<file path="src/rtl/aphelion_pkg.sv">
// Aphelion instruction-set constants shared by the encoder and decoder:
// instruction type codes and the immediate field width of each type.
package aphelion_pkg;

  // Type codes as they appear on the instr_type field (shared with the decoder)
  localparam logic [2:0] INSTR_TYPE_E       = 3'd0;
  localparam logic [2:0] INSTR_TYPE_R       = 3'd1;
  localparam logic [2:0] INSTR_TYPE_M       = 3'd2;
  localparam logic [2:0] INSTR_TYPE_I       = 3'd3;
  localparam logic [2:0] INSTR_TYPE_F       = 3'd4;
  localparam logic [2:0] INSTR_TYPE_B       = 3'd5;
  localparam logic [2:0] INSTR_TYPE_U       = 3'd6;
  localparam logic [2:0] INSTR_TYPE_ILLEGAL = 3'd7;

  // Immediate field widths in bits, per type
  localparam int IMM_W_E = 8;
  localparam int IMM_W_R = 12;
  localparam int IMM_W_M = 12;
  localparam int IMM_W_I = 16;
  localparam int IMM_W_F = 16;
  localparam int IMM_W_B = 20;
  localparam int IMM_W_U = 24;

  // Width of the immediate field for a type; the illegal code reports the
  // full 24 bits so it can never be flagged as an overflow.
  function automatic int imm_width(input logic [2:0] t);
    case (t)
      INSTR_TYPE_E: return IMM_W_E;
      INSTR_TYPE_R: return IMM_W_R;
      INSTR_TYPE_M: return IMM_W_M;
      INSTR_TYPE_I: return IMM_W_I;
      INSTR_TYPE_F: return IMM_W_F;
      INSTR_TYPE_B: return IMM_W_B;
      default:      return IMM_W_U;
    endcase
  endfunction

  // Mask of the imm bits that fit in the field for a type
  function automatic logic [23:0] imm_field_mask(input logic [2:0] t);
    logic [31:0] ones;
    ones = (32'd1 << imm_width(t)) - 32'd1;
    return ones[23:0];
  endfunction

endpackage

</file>
<file path="src/rtl/instr_pack.sv">
// Combinational field packer: turns a decoded Aphelion field bundle into a
// 32-bit instruction word and flags an illegal type code.
// Optional feature macro: ENCODER_IMM_CHECK_EN -- when defined, imm_ovf
// reports immediates that do not fit the type's field; otherwise it is 0.
module instr_pack
  import aphelion_pkg::*;
(
  input  logic [7:0]  opcode,
  input  logic [2:0]  instr_type,
  input  logic [3:0]  rde,
  input  logic [3:0]  rs1,
  input  logic [3:0]  rs2,
  input  logic [3:0]  func,
  input  logic [23:0] imm,
  output logic [31:0] word,
  output logic        type_illegal,
  output logic        imm_ovf
);

  // Place each field at its per-type bit position; unused bits stay zero
  always_comb begin
    word         = 32'd0;
    word[7:0]    = opcode;
    type_illegal = 1'b0;
    case (instr_type)
      INSTR_TYPE_E: begin
        word[15:8]  = imm[7:0];
        word[19:16] = func;
        word[23:20] = rs2;
        word[27:24] = rs1;
        word[31:28] = rde;
      end
      INSTR_TYPE_R: begin
        word[19:8]  = imm[11:0];
        word[23:20] = rs2;
        word[27:24] = rs1;
        word[31:28] = rde;
      end
      INSTR_TYPE_M: begin
        word[19:8]  = imm[11:0];
        word[23:20] = func;
        word[27:24] = rs1;
        word[31:28] = rde;
      end
      INSTR_TYPE_I: begin
        word[23:8]  = imm[15:0];
        word[27:24] = rs1;
        word[31:28] = rde;
      end
      INSTR_TYPE_F: begin
        word[23:8]  = imm[15:0];
        word[27:24] = func;
        word[31:28] = rde;
      end
      INSTR_TYPE_B: begin
        word[27:8]  = imm[19:0];
        word[31:28] = func;
      end
      INSTR_TYPE_U: begin
        word[31:8]  = imm[23:0];
      end
      default: begin
        // Illegal code: the word is never pushed, only the flag matters
        type_illegal = 1'b1;
      end
    endcase
  end

`ifdef ENCODER_IMM_CHECK_EN
  // Any imm bit above the field width is lost by truncation
  assign imm_ovf = (|(imm & ~imm_field_mask(instr_type))) & ~type_illegal;
`else
  // Truncation is silent in this build
  assign imm_ovf = 1'b0;
`endif

endmodule

</file>
<file path="src/rtl/instr_encoder.sv">
// Streaming Aphelion instruction encoder. Packs field bundles into 32-bit
// words, queues them in a 2-entry output FIFO (head + tail register) and
// tags each word with a wrapping word address.
// Optional feature macro: ENCODER_IMM_CHECK_EN (sticky err_imm on imm
// overflow); when undefined err_imm stays 0.
module instr_encoder
  import aphelion_pkg::*;
#(
  parameter int ADDR_W = 16,
  parameter int DEPTH  = 2    // only 2 is supported by the head/tail structure
) (
  input  logic              clk,
  input  logic              rst,
  input  logic              flush,
  input  logic              in_valid,
  output logic              in_ready,
  input  logic [7:0]        opcode,
  input  logic [2:0]        instr_type,
  input  logic [3:0]        rde,
  input  logic [3:0]        rs1,
  input  logic [3:0]        rs2,
  input  logic [3:0]        func,
  input  logic [23:0]       imm,
  output logic              out_valid,
  input  logic              out_ready,
  output logic [31:0]       out_word,
  output logic [ADDR_W-1:0] out_addr,
  output logic              err_type,
  output logic              err_imm
);

  localparam logic [1:0]        DEPTH_C  = 2'(DEPTH);
  localparam logic [ADDR_W-1:0] ADDR_ONE = {{(ADDR_W-1){1'b0}}, 1'b1};

  // Head entry drives the outputs directly; tail holds the second word
  logic [31:0]       head_word_q, head_word_d;
  logic [ADDR_W-1:0] head_addr_q, head_addr_d;
  logic              head_valid_q, head_valid_d;
  logic [31:0]       tail_word_q, tail_word_d;
  logic [ADDR_W-1:0] tail_addr_q, tail_addr_d;
  logic              tail_valid_q, tail_valid_d;
  logic [ADDR_W-1:0] next_addr_q, next_addr_d;
  logic              err_type_q, err_type_d;
  logic              err_imm_q, err_imm_d;

  logic [31:0] packed_word;
  logic        type_illegal;
  logic        imm_ovf;
  logic [1:0]  count;
  logic        accept;
  logic        push;
  logic        pop;

  instr_pack u_pack (
    .opcode       (opcode),
    .instr_type   (instr_type),
    .rde          (rde),
    .rs1          (rs1),
    .rs2          (rs2),
    .func         (func),
    .imm          (imm),
    .word         (packed_word),
    .type_illegal (type_illegal),
    .imm_ovf      (imm_ovf)
  );

  // Occupancy comes only from registered state so in_ready has no input path
  assign count    = {1'b0, head_valid_q} + {1'b0, tail_valid_q};
  assign in_ready = (count < DEPTH_C);
  assign accept   = in_valid & in_ready;
  assign push     = accept & ~type_illegal;
  assign pop      = head_valid_q & out_ready;

  assign out_valid = head_valid_q;
  assign out_word  = head_word_q;
  assign out_addr  = head_addr_q;
  assign err_type  = err_type_q;
  assign err_imm   = err_imm_q;

  // Next-state: pop first (tail slides into head), then push into the first free slot
  always_comb begin
    head_word_d  = head_word_q;
    head_addr_d  = head_addr_q;
    head_valid_d = head_valid_q;
    tail_word_d  = tail_word_q;
    tail_addr_d  = tail_addr_q;
    tail_valid_d = tail_valid_q;
    next_addr_d  = next_addr_q;
    err_type_d   = err_type_q;
    err_imm_d    = err_imm_q;

    if (pop) begin
      if (tail_valid_q) begin
        head_word_d  = tail_word_q;
        head_addr_d  = tail_addr_q;
        tail_valid_d = 1'b0;
      end else begin
        // Head data is left in place so out_word/out_addr hold when empty
        head_valid_d = 1'b0;
      end
    end

    if (push) begin
      if (!head_valid_d) begin
        head_word_d  = packed_word;
        head_addr_d  = next_addr_q;
        head_valid_d = 1'b1;
      end else begin
        tail_word_d  = packed_word;
        tail_addr_d  = next_addr_q;
        tail_valid_d = 1'b1;
      end
      next_addr_d = next_addr_q + ADDR_ONE;
      if (imm_ovf) begin
        err_imm_d = 1'b1;
      end
    end

    // Illegal bundles are swallowed without using an address
    if (accept && type_illegal) begin
      err_type_d = 1'b1;
    end
  end

  // State registers; rst and flush both return everything to the empty state
  always_ff @(posedge clk) begin
    if (rst || flush) begin
      head_word_q  <= 32'd0;
      head_addr_q  <= '0;
      head_valid_q <= 1'b0;
      tail_word_q  <= 32'd0;
      tail_addr_q  <= '0;
      tail_valid_q <= 1'b0;
      next_addr_q  <= '0;
      err_type_q   <= 1'b0;
      err_imm_q    <= 1'b0;
    end else begin
      head_word_q  <= head_word_d;
      head_addr_q  <= head_addr_d;
      head_valid_q <= head_valid_d;
      tail_word_q  <= tail_word_d;
      tail_addr_q  <= tail_addr_d;
      tail_valid_q <= tail_valid_d;
      next_addr_q  <= next_addr_d;
      err_type_q   <= err_type_d;
      err_imm_q    <= err_imm_d;
    end
  end

endmodule

</file>
<file path="config.mk">
export PLATFORM = sky130hd
export DESIGN_NAME = instr_encoder
export DESIGN_NICKNAME = d
export VERILOG_FILES = /design/src/rtl/aphelion_pkg.sv /design/src/rtl/instr_pack.sv /design/src/rtl/instr_encoder.sv
export SDC_FILE = /design/constraint.sdc
export NUM_CORES = 1
export LEC_CHECK = 0
export CORE_MARGIN = 3
export CORE_UTILIZATION = 48
export DETAILED_ROUTE_END_ITERATION = 7
export MAX_ROUTING_LAYER = met4
export PLACE_DENSITY = 0.76
export SLEW_MARGIN = 20
export SYNTH_ARGS = -nofsm -noshare
export SYNTH_HDL_FRONTEND = slang
export SYNTH_SLANG_ARGS = --single-unit
</file>
<file path="constraint.sdc">
create_clock -name clk -period 4.06 [get_ports clk]
set_clock_uncertainty 0.15 [all_clocks]
set_input_delay 0.812 -clock clk [delete_from_list [all_inputs] [get_ports clk]]
set_output_delay 0.812 -clock clk [all_outputs]
set_load 0.005 [all_outputs]
</file>
==> flow_metrics.py <==
metrics = {
    "die": {
        "fp-row-count": 37,
        "io_pins": 108,
        "die_w_um": 109,
        "start_util_pct": 49.4,
        "fp.dieH_um": 109,
        "die_area_um2": 11900,
        "core-area_um2": 10300,
    },
    "final_layout": {
        "num_antenna_cells": 0,
        "synthToLayoutAreaGrowth_pct": 36.3,
        "layout_common_cells": "nand2_1, dfxtp_1, clkdlybuf4s50_1",
        "final_common_cell": "nand2_1",
        "nNetsFinal": 791,
        "drive_above_1_share_pct": 7.50,
    },
    "clock_tree": {
        "htreeDepth": 4,
        "cts_buffer_depth": 2,
        "clk-insertion-delay-late_ns": 0.51,
        "cts_tree": "yes",
        "postCtsSetupBuffers": 0,
        "clock-sinks": 115,
        "cts_root_buf": "clkbuf_8",
        "clkTransAtPathRegs_ns": 0.06,
        "cts_buffers": 17,
        "cts_resized": 0,
        "ctsHoldBuffers": 0,
    },
    "synth": {
        "syn-mean-instance-area_um2": 7.84,
        "ys_types": 51,
        "synth_async_sr_flop_share_pct": 0,
        "synth-seq-cells": 115,
        "ys_warn_count": 0,
        "synth_cells": 651,
        "synth_edf_count": 0,
        "syn_area_um2": 5100,
        "syn_nets": 708,
        "ys_seq_area_share_pct": 45.1,
        "ys.flop_type": "dfxtp_1",
    },
    "worst_setup_path": {
        "r2r_start": "tail_valid_q",
        "reg2reg_depth": 4,
        "crit_path_end": "out_word[1]",
        "endpoint_kind": "register",
        "critPathMaxFanout": 35,
        "cp_data_arrival_time_ns": 3.13,
        "start_kind": "primary input",
        "rrSetupSlack_ns": 1.62,
        "crit_required_ns": 4.32,
        "path_class": "in2reg",
        "r2r-end": "out_word[1]",
        "crit_start": "in_valid",
    },
    "place": {
        "dp_hpwl_mm": 8.98,
        "portBuffers": 106,
        "place_congestion": 0.892,
        "dp_slack_ns": 0.681,
    },
    "grt": {
        "globalRouteTotalUtil_pct": 24.5,
        "overflow": 0,
        "grt_pass1_wl_mm": 22.5,
        "grt_max_degree": 108,
        "first_global_vias": 4721,
        "antenna_found_initial": 0,
    },
    "routing": {
        "avgRoutedWirePerCell_um": 15.8,
        "drc_errors": 0,
        "ant_nets": 0,
        "first_pass_iters": 5,
        "vias": 5098,
        "drt-initial-drc-count": 341,
        "drt-total-wl_mm": 13.9,
        "avgViaCountPerCell": 5.77,
    },
    "power_and_ir_drop": {
        "leakage_nw": 2.36,
        "power_density_nw_per_um2": 456,
        "irDropWorstVdd_mv": 0.311,
    },
    "run": {
        "maxCapViolations": 0,
    },
    "sta": {
        "fmax_mhz": 349,
        "hold_violations": 0,
        "fin_tns_setup_ns": 0,
        "setup_viol": 0,
        "rsz0062_at_grt": "false",
        "period_needed_ns": 2.87,
        "fin_ws_ns": 1.19,
        "slew_headroom_pct": 45.6,
        "fin_crit_sh_pct": 70.7,
        "worstMarginPinSlew_ns": 0.813,
        "slew_viol_final": 0,
    },
    "hold_path": {
        "hold_class": "reg2reg",
    },
    "run_status": {
        "outcome": "completed",
    },
}
-- critical path: stages --
cell and delay, ns:
clkdlybuf4s50_1 0.53, a21boi_2 0.38, nand3_2 0.63, buf_4 0.48, a311oi_1 0.28
-- where the power goes --
part | switching (mW) | leakage [nW] | internal (mW)
Clock | 0.506 | 0.332 | 1.23
Combinational | 0.130 | 1.09 | 0.135
Sequential | 0.0160 | 0.932 | 1.15
-- cells by family after synthesis --
group	share of synthesized area, %
and+or+nand+nor	27.2
AOI/OAI and AO/OA	19.7
DFF	45.1
buffers and inverters	4.73
muxes	2.25
xor gates and xnor gates	0.686
adders and majority gates	0.245
other	0.0735
-- state kept, by name (all words and copies together) (netlist names) --
name and count:
out_addr 16, tail_valid_q 1, out_word 32, tail_word_q 32
err_type 1, next_addr_q 16, tail_addr_q 16, out_valid 1
-- area by class of cell --
class                           count  area [um2]
Clock buffer                       23         467
Clock inverter                      9         223
Fill cell                         807        3370
Inverter                            6        22.5
Multi-Input combinational cell    475        2580
Sequential cell                   115        2300
Tap cell                          136         170
Timing Repair Buffer              119        1190
-- through the flow --
| step | total power [mW] | utilization (%) | hold WS (ns) | cells | area, um2 |
|---|---|---|---|---|---|
| 6_report | 3.17 | 67.4 | 0.305 | 883 | 6960 |
| 5_1_grt | 3.26 | 67.4 | 0.326 | 883 | 6960 |
| 4_1_cts | 3.18 | 67.1 | 0.305 | 882 | 6930 |
| 3_5_place_dp | 1.45 | 60.5 | 0.297 | 850 | 6240 |
| 3_3_place_gp | 1.44 | 60.5 | 0.291 | 850 | 6240 |
| 2_1_floorplan | 1.31 | - | 0.284 | 651 | 5100 |
-- synth_stat cells, types with 4 or more instances --
cell      instances  area, um2
mux2i_1           7       70.1
a311oi_1         38        333
buf_2             6       30.0
a211oi_1          9       67.6
nand3_1          12       60.1
o31ai_1           4       30.0
nand3b_1          4       30.0
and3_1            7       43.8
nand4b_1          4       35.0
or4_1             7       52.6
nor2_1           60        225
nor3_1            4       20.0
or3_1             5       31.3
o211ai_1          9       67.6
nand2_1         174        653
o21ai_0          13       65.1
nor2b_1           8       50.1
clkbuf_1         44        165
nand2b_1          4       25.0
mux2_2            4       45.0
dfxtp_1         115       2300
o22ai_1           5       31.3
a21oi_1          57        285
nand4_1           7       43.8
inv_1             6       22.5
-- metal layers --
metal	GRT usage (%)	vias to the layer above	routed length [um]
met4	8.30	0	165
li1	-	2453	-
met5	-	-	0
met2	37.9	197	6660
met1	32.0	2428	6250
met3	5.03	20	846
-- worst min-delay path by stage --
stage,startpoint,end,slack [ns],depth (start not counted)
2_1_floorplan,tail_word_q[24],tail_word_q[24],0.28,2
6_report,tail_addr_q[6],tail_addr_q[6],0.30,2
3_5_place_dp,tail_word_q[5],tail_word_q[5],0.30,2
3_3_place_gp,tail_word_q[24],tail_word_q[24],0.29,2
4_1_cts,tail_addr_q[6],tail_addr_q[6],0.31,2
5_1_grt,tail_addr_q[0],tail_addr_q[0],0.33,2
Note: power is estimated with default switching activity, not from simulation.
